--- src/rtl/regfile_wb_pkg.sv ---
// Shared types and constants for the regfile writeback arbiter.
package regfile_wb_pkg;

  localparam int AW   = 5;
  localparam int DW   = 32;
  localparam int NREG = 1 << AW;

  typedef struct packed {
    logic [AW-1:0] rd;
    logic [DW-1:0] data;
  } wb_entry_t;

  typedef enum logic {
    SRC_A = 1'b0,
    SRC_B = 1'b1
  } src_t;

  function automatic logic [NREG-1:0] rd_onehot(input logic [AW-1:0] rd);
    rd_onehot     = '0;
    rd_onehot[rd] = 1'b1;
  endfunction

endpackage

--- src/rtl/regfile_wb_arbiter_fifo.sv ---
// Per-source writeback queue: DEPTH entries, separate occupancy counter,
// per-slot valid bits so the pending-register mask needs no pointer math.
module wb_fifo
  import regfile_wb_pkg::*;
#(
  parameter int DEPTH = 2
) (
  input  logic            clk,
  input  logic            rst_n,
  input  logic            push,
  input  wb_entry_t       push_entry,
  input  logic            pop,
  output wb_entry_t       head,
  output logic            full,
  output logic            empty,
  output logic [NREG-1:0] pend
);

  localparam int PW = (DEPTH > 1) ? $clog2(DEPTH) : 1;

  wb_entry_t        r_mem [DEPTH];
  logic [DEPTH-1:0] r_vld;
  logic [PW-1:0]    r_wptr;
  logic [PW-1:0]    r_rptr;
  logic [PW:0]      r_count;

  logic w_push;
  logic w_pop;

  assign full   = (r_count == (PW+1)'(DEPTH));
  assign empty  = (r_count == '0);
  assign w_push = push && !full;
  assign w_pop  = pop && !empty;
  assign head   = r_mem[r_rptr];

  // Entry storage; contents are only meaningful where r_vld is set.
  always_ff @(posedge clk) begin
    if (w_push) r_mem[r_wptr] <= push_entry;
  end

  // Pointers wrap naturally at DEPTH (power of two); occupancy tracked apart.
  always_ff @(posedge clk or negedge rst_n) begin
    if (!rst_n) begin
      r_wptr  <= '0;
      r_rptr  <= '0;
      r_count <= '0;
      r_vld   <= '0;
    end else begin
      if (w_pop) begin
        r_rptr        <= r_rptr + PW'(1);
        r_vld[r_rptr] <= 1'b0;
      end
      if (w_push) begin
        r_wptr        <= r_wptr + PW'(1);
        r_vld[r_wptr] <= 1'b1;
      end
      case ({w_push, w_pop})
        2'b10:   r_count <= r_count + (PW+1)'(1);
        2'b01:   r_count <= r_count - (PW+1)'(1);
        default: r_count <= r_count;
      endcase
    end
  end

  // OR of one-hot destination over every occupied slot.
  always_comb begin
    pend = '0;
    for (int i = 0; i < DEPTH; i++) begin
      if (r_vld[i]) pend[r_mem[i].rd] = 1'b1;
    end
  end

endmodule

--- src/rtl/regfile_wb_arbiter.sv ---
// Arbitrates two writeback sources (A = ALU/EX, B = load/MEM) onto the
// single regfile write port through per-source queues.
// Optional: define WB_CONFLICT_CNT_EN to add a saturating 16-bit count of
// cycles in which both queues hold work (conflict_cnt output).
// DW/AW must match the widths fixed in regfile_wb_pkg.
module regfile_wb_arbiter
  import regfile_wb_pkg::*;
#(
  parameter int DEPTH = 2,
  parameter int DW    = regfile_wb_pkg::DW,
  parameter int AW    = regfile_wb_pkg::AW
) (
  input  logic                 clk,
  input  logic                 rst_n,
  input  logic                 a_valid,
  output logic                 a_ready,
  input  logic [AW-1:0]        a_rd,
  input  logic [DW-1:0]        a_data,
  input  logic                 b_valid,
  output logic                 b_ready,
  input  logic [AW-1:0]        b_rd,
  input  logic [DW-1:0]        b_data,
  output logic                 rf_we,
  output logic [AW-1:0]        rf_rd,
  output logic [DW-1:0]        rf_wdata,
  output logic [(1<<AW)-1:0]   pend_mask,
`ifdef WB_CONFLICT_CNT_EN
  output logic [15:0]          conflict_cnt,
`endif
  output logic                 busy
);

  wb_entry_t       w_a_head, w_b_head;
  wb_entry_t       w_a_in, w_b_in;
  logic            w_a_full, w_a_empty, w_b_full, w_b_empty;
  logic [NREG-1:0] w_a_pend, w_b_pend;
  logic            w_a_push, w_b_push;
  logic            w_grant_a, w_grant_b;
  src_t            w_last_grant_nxt;

  src_t            r_last_grant;
  logic            r_rf_we;
  logic [AW-1:0]   r_rf_rd;
  logic [DW-1:0]   r_rf_wdata;

  // Ready depends only on registered occupancy; x0 writes are accepted but dropped.
  assign a_ready  = !w_a_full;
  assign b_ready  = !w_b_full;
  assign w_a_push = a_valid && !w_a_full && (a_rd != '0);
  assign w_b_push = b_valid && !w_b_full && (b_rd != '0);
  assign w_a_in   = '{rd: a_rd, data: a_data};
  assign w_b_in   = '{rd: b_rd, data: b_data};

  wb_fifo #(.DEPTH(DEPTH)) u_fifo_a (
    .clk        (clk),
    .rst_n      (rst_n),
    .push       (w_a_push),
    .push_entry (w_a_in),
    .pop        (w_grant_a),
    .head       (w_a_head),
    .full       (w_a_full),
    .empty      (w_a_empty),
    .pend       (w_a_pend)
  );

  wb_fifo #(.DEPTH(DEPTH)) u_fifo_b (
    .clk        (clk),
    .rst_n      (rst_n),
    .push       (w_b_push),
    .push_entry (w_b_in),
    .pop        (w_grant_b),
    .head       (w_b_head),
    .full       (w_b_full),
    .empty      (w_b_empty),
    .pend       (w_b_pend)
  );

  // Grant selection: same-rd conflicts go to B (older instruction) so A's
  // value lands last; otherwise round-robin against last_grant.
  always_comb begin
    w_grant_a        = 1'b0;
    w_grant_b        = 1'b0;
    w_last_grant_nxt = r_last_grant;
    if (!w_a_empty && !w_b_empty) begin
      if (w_a_head.rd == w_b_head.rd) begin
        w_grant_b = 1'b1;
      end else if (r_last_grant == SRC_B) begin
        w_grant_a        = 1'b1;
        w_last_grant_nxt = SRC_A;
      end else begin
        w_grant_b        = 1'b1;
        w_last_grant_nxt = SRC_B;
      end
    end else if (!w_a_empty) begin
      w_grant_a = 1'b1;
    end else if (!w_b_empty) begin
      w_grant_b = 1'b1;
    end
  end

  // Registered regfile write port; rd/data hold when idle.
  always_ff @(posedge clk or negedge rst_n) begin
    if (!rst_n) begin
      r_rf_we      <= 1'b0;
      r_rf_rd      <= '0;
      r_rf_wdata   <= '0;
      r_last_grant <= SRC_B;
    end else begin
      r_rf_we      <= w_grant_a || w_grant_b;
      r_last_grant <= w_last_grant_nxt;
      if (w_grant_a) begin
        r_rf_rd    <= w_a_head.rd;
        r_rf_wdata <= w_a_head.data;
      end else if (w_grant_b) begin
        r_rf_rd    <= w_b_head.rd;
        r_rf_wdata <= w_b_head.data;
      end
    end
  end

`ifdef WB_CONFLICT_CNT_EN
  logic [15:0] r_conflict_cnt;

  // Saturating count of cycles where one source had to wait.
  always_ff @(posedge clk or negedge rst_n) begin
    if (!rst_n) begin
      r_conflict_cnt <= '0;
    end else if (!w_a_empty && !w_b_empty && (r_conflict_cnt != 16'hFFFF)) begin
      r_conflict_cnt <= r_conflict_cnt + 16'd1;
    end
  end

  assign conflict_cnt = r_conflict_cnt;
`endif

  assign rf_we     = r_rf_we;
  assign rf_rd     = r_rf_rd;
  assign rf_wdata  = r_rf_wdata;
  assign pend_mask = w_a_pend | w_b_pend | (r_rf_we ? rd_onehot(r_rf_rd) : '0);
  assign busy      = !w_a_empty || !w_b_empty || r_rf_we;

endmodule

--- config.mk ---
export PLATFORM = sky130hd
export DESIGN_NAME = regfile_wb_arbiter
export DESIGN_NICKNAME = d
export VERILOG_FILES = /design/src/rtl/regfile_wb_pkg.sv /design/src/rtl/regfile_wb_arbiter_fifo.sv /design/src/rtl/regfile_wb_arbiter.sv
export SDC_FILE = /design/constraint.sdc
export NUM_CORES = 1
export LEC_CHECK = 0
export BUFFER_PORTS_ARGS = -buffer_cell sky130_fd_sc_hd__buf_2
export CAP_MARGIN = 10
export CORE_MARGIN = 1
export CORE_UTILIZATION = 51
export DETAILED_ROUTE_END_ITERATION = 7
export HOLD_SLACK_MARGIN = 0.03
export PLACE_DENSITY = 0.76
export SLEW_MARGIN = 20
export SYNTH_ARGS = -nofsm -noshare
export SYNTH_HDL_FRONTEND = slang
export SYNTH_SLANG_ARGS = --single-unit
--- constraint.sdc ---
create_clock -name clk -period 2.7 [get_ports clk]
set_input_delay 0.27 -clock clk [delete_from_list [all_inputs] [get_ports clk]]
set_output_delay 0.27 -clock clk [all_outputs]
set_load 0.05 [all_outputs]
Word-level counts from Yosys, hierarchy flattened
Memory sizes are Yosys's and may differ from the RTL's.
Index checks and enable logic that the tools add are counted.
W data, S select, Z words.
- add/sub/neg operators: 8
- $lt $le $gt $ge: 18
- eq/ne operators: 7
- muxes and demuxes: 46
- bitwise operators: 11
- reductions and logical operators: 33
- operators with widths (operator ; count):
    $mux W32 ; 7
    $or A32 B32 Y32 ; 4
    $lt A5 B6 Y1 const B ; 5
    $demux W1 S5 ; 5
    $ge A5 B1 Y1 const B ; 5
    $mux W1 ; 22
    $logic_and A1 B1 Y1 ; 18
    $mux W5 ; 2
    $reduce_bool A5 Y1 ; 2
    $eq A2 B2 Y1 const B ; 4
    $lt A1 B2 Y1 const B ; 4
    $mux W2 ; 4
    $pmux W2 S2 ; 2
    $reduce_bool A2 Y1 ; 3
    $eq A5 B5 Y1 ; 1
    $add A1 B1 Y1 const B ; 4
    $add A2 B1 Y2 const B ; 2
    $and A2 B2 Y2 ; 2
    $demux W1 S1 ; 4
    $eq A2 B1 Y1 const B ; 2
    $ge A1 B1 Y1 const B ; 4
    $logic_not A1 Y1 ; 4
    $logic_not A2 Y1 ; 2
    $not A2 Y2 ; 2
    5 further kinds ; 9
- register bits: 51
- bits in writable memories: 148
- output and inout bits: 73
- logic and storage cells: 137
- memories: 2
- memories (name ; words ; width ; rd ports ; clocked after memory_dff ; write ports ; RTL line ; source):
    u_fifo_a.r_mem ; 2 ; 37 ; 3 ; 0 ; 1 ; regfile_wb_arbiter_fifo.sv:21 ; wb_entry_t r_mem [DEPTH];
    u_fifo_b.r_mem ; 2 ; 37 ; 3 ; 0 ; 1 ; regfile_wb_arbiter_fifo.sv:21 ;

Longest topological paths before layout
- depth after elaboration: 9
- gate-level depth with buffers: 13
- mapped depth without buffers: 9

Modules after synthesis
Synthesis repeated with hierarchy kept, for this count alone.
- cells, all modules: 710
- area total of the unflattened synthesis: 9276.4 sq um
- by module, submodules not included (module ; instances ; cells an instance ; area an instance (sq um) ; sequential area each (sq um)):
    wb_fifo ; 2 ; 201 ; 3314.4 ; 2372.3
    regfile_wb_arbiter ; 1 ; 308 ; 2647.5 ; 977.2

Least setup slack after synthesis
OpenSTA, ideal clock, no wires.
- path kind: reg2reg
- start: reg u_fifo_b.r_count[0]
- end: reg u_fifo_b.r_vld[0]
- arrival time: 3.241 ns
- data required time: 2.618 ns
- slack: -0.622 ns
- cell stages (with the launch flop): 6
- clock period less this slack: 3.322 ns
- cell sequence: dfrtp_1 -> nand2b_1 -> o211ai_1 -> nor2_1 -> nor2_1 -> a21oi_4
- elaborated cells between the ends (all ways): 15
- classes of those cells: eq/ne: 1; mux: 5; bitwise: 1; reduce/logical: 8
- RTL lines (element ; RTL line ; source):
    start: declaration ; regfile_wb_arbiter_fifo.sv:25 ; logic [PW:0] r_count;
    start signal: assignment ; regfile_wb_arbiter_fifo.sv:58 ; 2'b10: r_count <= r_count + (PW+1)'(1);
    start signal: assignment ; regfile_wb_arbiter_fifo.sv:59 ; 2'b01: r_count <= r_count - (PW+1)'(1);
    start signal: assignment ; regfile_wb_arbiter_fifo.sv:60 ; default: r_count <= r_count;
    $eq A2 B2 Y1 (*) ; regfile_wb_arbiter_fifo.sv:30 ; assign full = (r_count == (PW+1)'(DEPTH));
    $logic_not A1 Y1 (*) ; n/a ;
    named net b_ready ; regfile_wb_arbiter.sv:20 ; output logic b_ready,
    $logic_and A1 B1 Y1 (2 in series) ; regfile_wb_arbiter.sv:50 ; assign w_b_push = b_valid && !w_b_full && (b_rd != '0);
    $logic_and A1 B1 Y1 (*) ; regfile_wb_arbiter_fifo.sv:32 ; assign w_push = push && !full;
    $mux W2 (*) ; regfile_wb_arbiter_fifo.sv:53 ; if (w_push) begin
    end signal: assignment ; regfile_wb_arbiter_fifo.sv:47 ; r_vld <= '0;
    end signal: indexed assignment ; regfile_wb_arbiter_fifo.sv:51 ; r_vld[r_rptr] <= 1'b0;
    end signal: indexed assignment ; regfile_wb_arbiter_fifo.sv:55 ; r_vld[r_wptr] <= 1'b1;
    end: declaration ; regfile_wb_arbiter_fifo.sv:22 ; logic [DEPTH-1:0] r_vld;
Mark *: on every way through the listed nets, which the timed path passes. The rest lies on a longest branch.
A chain may end at the register's enable or synchronous reset.

==> impl_metrics.yaml <==
timing:
  final.period_utilization: 0.946
  tightest_slew_ns: 0.823
  setup_violations: 0
  finalHoldViolCount: 0
  tns_ns: 0
  clock.fmax_mhz: 391
  slew_headroom: 0.450
  rsz0062_at_grt: "false"
  drv_slew: 0
  clock_skew_ns: 0.0113
  period_needed_ns: 2.56
drt:
  drtPass1Iterations: 5
  ant_nets: 0
  viasPerCell: 6.07
  drc: 0
  wl_per_cell_um: 22.6
  drt_iter0_drc: 489
  vias: 6772
  wl_um: 25200
floorplan:
  core_um2: 17500
  rows: 48
  dieArea_um2: 18800
  die_w_um: 137
  start_util: 0.530
  io_pins: 151
  die_h_um: 137
power:
  power_density_nw_per_um2: 1290
  ir_worst_vdd_mv: 1.24
  power_leakage_nw: 4.32
yosys:
  synth_area_um2: 9290
  ys_types: 41
  synth_edf_count: 148
  synth_top_family_by_area: "compound AO/OA/AOI/OAI gates"
  yosys_warnings: 0
  yosysSeqAreaShare: 0.616
  synth.area.mux_share: 0.0901
  yosysTopAreaCell: "edfxtp_1"
  ys.flop_type: "edfxtp_1"
  synth_compound_area_frac: 0.142
  synth_commonest_cells: "148 x edfxtp_1, 52 x nor2_1, 50 x dfrtp_1, 48 x o22ai_1, 39 x mux2i_1"
  synth_nets: 750
  netlist_instances: 670
  synthAdderAreaFrac: 0.00269
  ys_async_sr_fraction: 0.256
  avgSynthCellArea_um2: 13.9
  synth_top_area_frac: 0.478
  synth-simple-area-share: 0.105
  synth_area_leaders: "edfxtp_1 48%, dfrtp_1 13%, a21oi_4 5.1%, mux2_2 4.4%, mux2i_1 4.2%"
  ys_ff_latch: 199
  synth-xor-area-share: 0.0151
  yosysMostFrequentCell: "edfxtp_1"
grt:
  grt_pass1_vias: 6837
  antenna_found_initial: 0
  grt_usage: 0.277
  grt_max_degree: 36
  grt_pass1_wl_um: 37500
  grt_overflow: 0
min_path:
  worstHoldPathType: "in2reg"
  holdPathEnd: "u_fifo_b.r_mem[1][29]$_DFFE_PP_"
  min_from: "b_data[29]"
  worstHoldPathCells: 1
finish:
  area_growth_pct: 24.1
  fin_util: 0.657
  final_layout_size_suffix_gt1_frac: 0.332
  diodes: 0
  nNetsFinal: 958
cts:
  cts-root-buf: "clkbuf_16"
  tritoncts: "yes"
  postCtsSetupBuffers: 0
  clk_pin_slew_ns: 0.07
  clkSinkCount: 199
  cts_made_buffers: 17
  clkLatencyLatePin_ns: 0.44
  clockBufferDepth: 2
  htree_levels: 4
setup_path:
  slowest_stage: "nor3_1"
  end_kind: "output port"
  reg2regPathDepth: 8
  path_class: "reg2out"
  cp.arrival_ns: 2.29
  cp-startpoint: "u_fifo_b.r_mem[1][34]$_DFFE_PP_"
  timing.rr.end: "u_fifo_b.r_count[1]$_DFFE_PN0P_"
  critPathMaxFanout: 9
  r2r_slack_ns: 0.22
  worstPathRequired_ns: 2.43
  start_kind: "flip-flop"
  cp_cell_sequence: "nor3_1, a22oi_1, nand3_1, buf_2"
  reg2reg_from: "u_fifo_a.r_rptr$_DFFE_PN0P_"
  cpPeakStageDelay_ns: 0.64
job:
  max_cap_viol_count: 0
run_status:
  status: "finished, final reports clean"
placed_design:
  dpl.hpwl_um: 16700
  io_buffers: 150
  gp_congestion: 0.894
==> kinds of logic after synthesis <==
| kind of cell | count (synthesis) |
|---|---|
| compound gates | 148 |
| xor+xnor | 16 |
| fa+ha+maj | 2 |
| buf+inv | 45 |
| flops | 199 |
| mux | 78 |
| simple gates | 182 |
==> worst max-delay path by stage <==
stage	endpoint	depth (start not counted)
2_1_floorplan	u_fifo_a.r_mem[0][0]$_DFFE_PP_	3
3_3_place_gp	u_fifo_b.r_count[1]$_DFFE_PN0P_	8
3_5_place_dp	u_fifo_b.r_count[1]$_DFFE_PN0P_	8
4_1_cts	u_fifo_b.r_count[1]$_DFFE_PN0P_	8
5_1_grt	u_fifo_b.r_count[1]$_DFFE_PN0P_	8
6_report	pend_mask[1]	4
==> sequential cells by signal, summed over array words and instances, names as in the netlist <==
signal	count
u_fifo_a.r_mem	74
u_fifo_a.r_vld	2
rf_rd	5
u_fifo_b.r_vld	2
r_last_grant	1
rf_wdata	32
u_fifo_b.r_mem	74
rf_we	1
u_fifo_a.r_rptr	1
u_fifo_a.r_wptr	1
u_fifo_b.r_wptr	1
u_fifo_b.r_rptr	1
u_fifo_a.r_count	2
u_fifo_b.r_count	2
==> repair_timing <==
item | in CTS | in global routing
resized for setup | 0 | 0
hold buffers | 53 | 2
endpoints found under the hold margin | 120 | 3
==> critical path, delay by kind of cell, from the launching register on <==
family | cells | cell delay (ns)
flip-flops | 1 | 0.52
buffers and inverters | 1 | 0.27
AND/OR/NAND/NOR | 2 | 0.79
AO/OA/AOI/OAI | 1 | 0.27
==> stage by stage <==
| stage | total power (W) | setup slack, ns | cell area [µm²] | cells | hold slack [ns] |
|---|---|---|---|---|---|
| floorplan | 0.0105 | -0.584 | 9300 | 670 | -0.0256 |
| global placement | 0.0118 | 0.332 | 10300 | 1027 | 0.240 |
| detailed placement | 0.0121 | 0.256 | 10400 | 1029 | 0.248 |
| CTS | 0.0148 | 0.224 | 11500 | 1114 | 0.0311 |
| global route | 0.0155 | 0.0434 | 11500 | 1116 | 0.0330 |
| finish | 0.0149 | 0.144 | 11500 | 1116 | 0.0418 |
==> routing by layer <==
metal,vias up,track usage,routed length (µm)
met4,0,0.100,525
met2,351,0.483,13100
li1,3010,-,-
met5,-,0,0
met1,3371,0.336,9800
met3,40,0.0615,1820
==> cells in the final DEF (no fill, tap or decap), types with 7 or more instances in the layout <==
cell type | netlist | layout
a21oi_4 | 29 | 29
a22oi_1 | 32 | 32
buf_2 | 10 | 150
buf_4 | 0 | 20
clkbuf_16 | 0 | 17
dfrtp_1 | 50 | 48
dlygate4sd3_1 | 0 | 55
edfxtp_1 | 148 | 148
mux2_2 | 36 | 36
mux2i_1 | 39 | 39
nand2_1 | 31 | 31
nand3_1 | 27 | 27
nand3b_1 | 19 | 19
nor2_1 | 52 | 48
nor3b_1 | 20 | 20
o21ai_0 | 13 | 13
o221ai_1 | 16 | 16
o22ai_1 | 48 | 48
or2_2 | 7 | 7
xnor2_1 | 13 | 13
==> report_power, final <==
| group | internal (W) | switching, W | total [W] | leakage (nW) |
|---|---|---|---|---|
| Sequential | 0.00433 | 0.000678 | 0.00501 | 1.95 |
| Combinational | 0.00242 | 0.00483 | 0.00725 | 2.07 |
| Clock | 0.00153 | 0.00112 | 0.00265 | 0.303 |
==> area by class of cell <==
type | instances | area [µm²]
clock inverters | 12 | 164
fillers | 1240 | 6010
flip-flops and latches | 199 | 5720
well taps | 225 | 282
clock buffers | 20 | 457
repair buffers | 230 | 1560
inverters | 4 | 15.0
multi-input cells | 426 | 3330
Power figures use the tool's default switching activity.
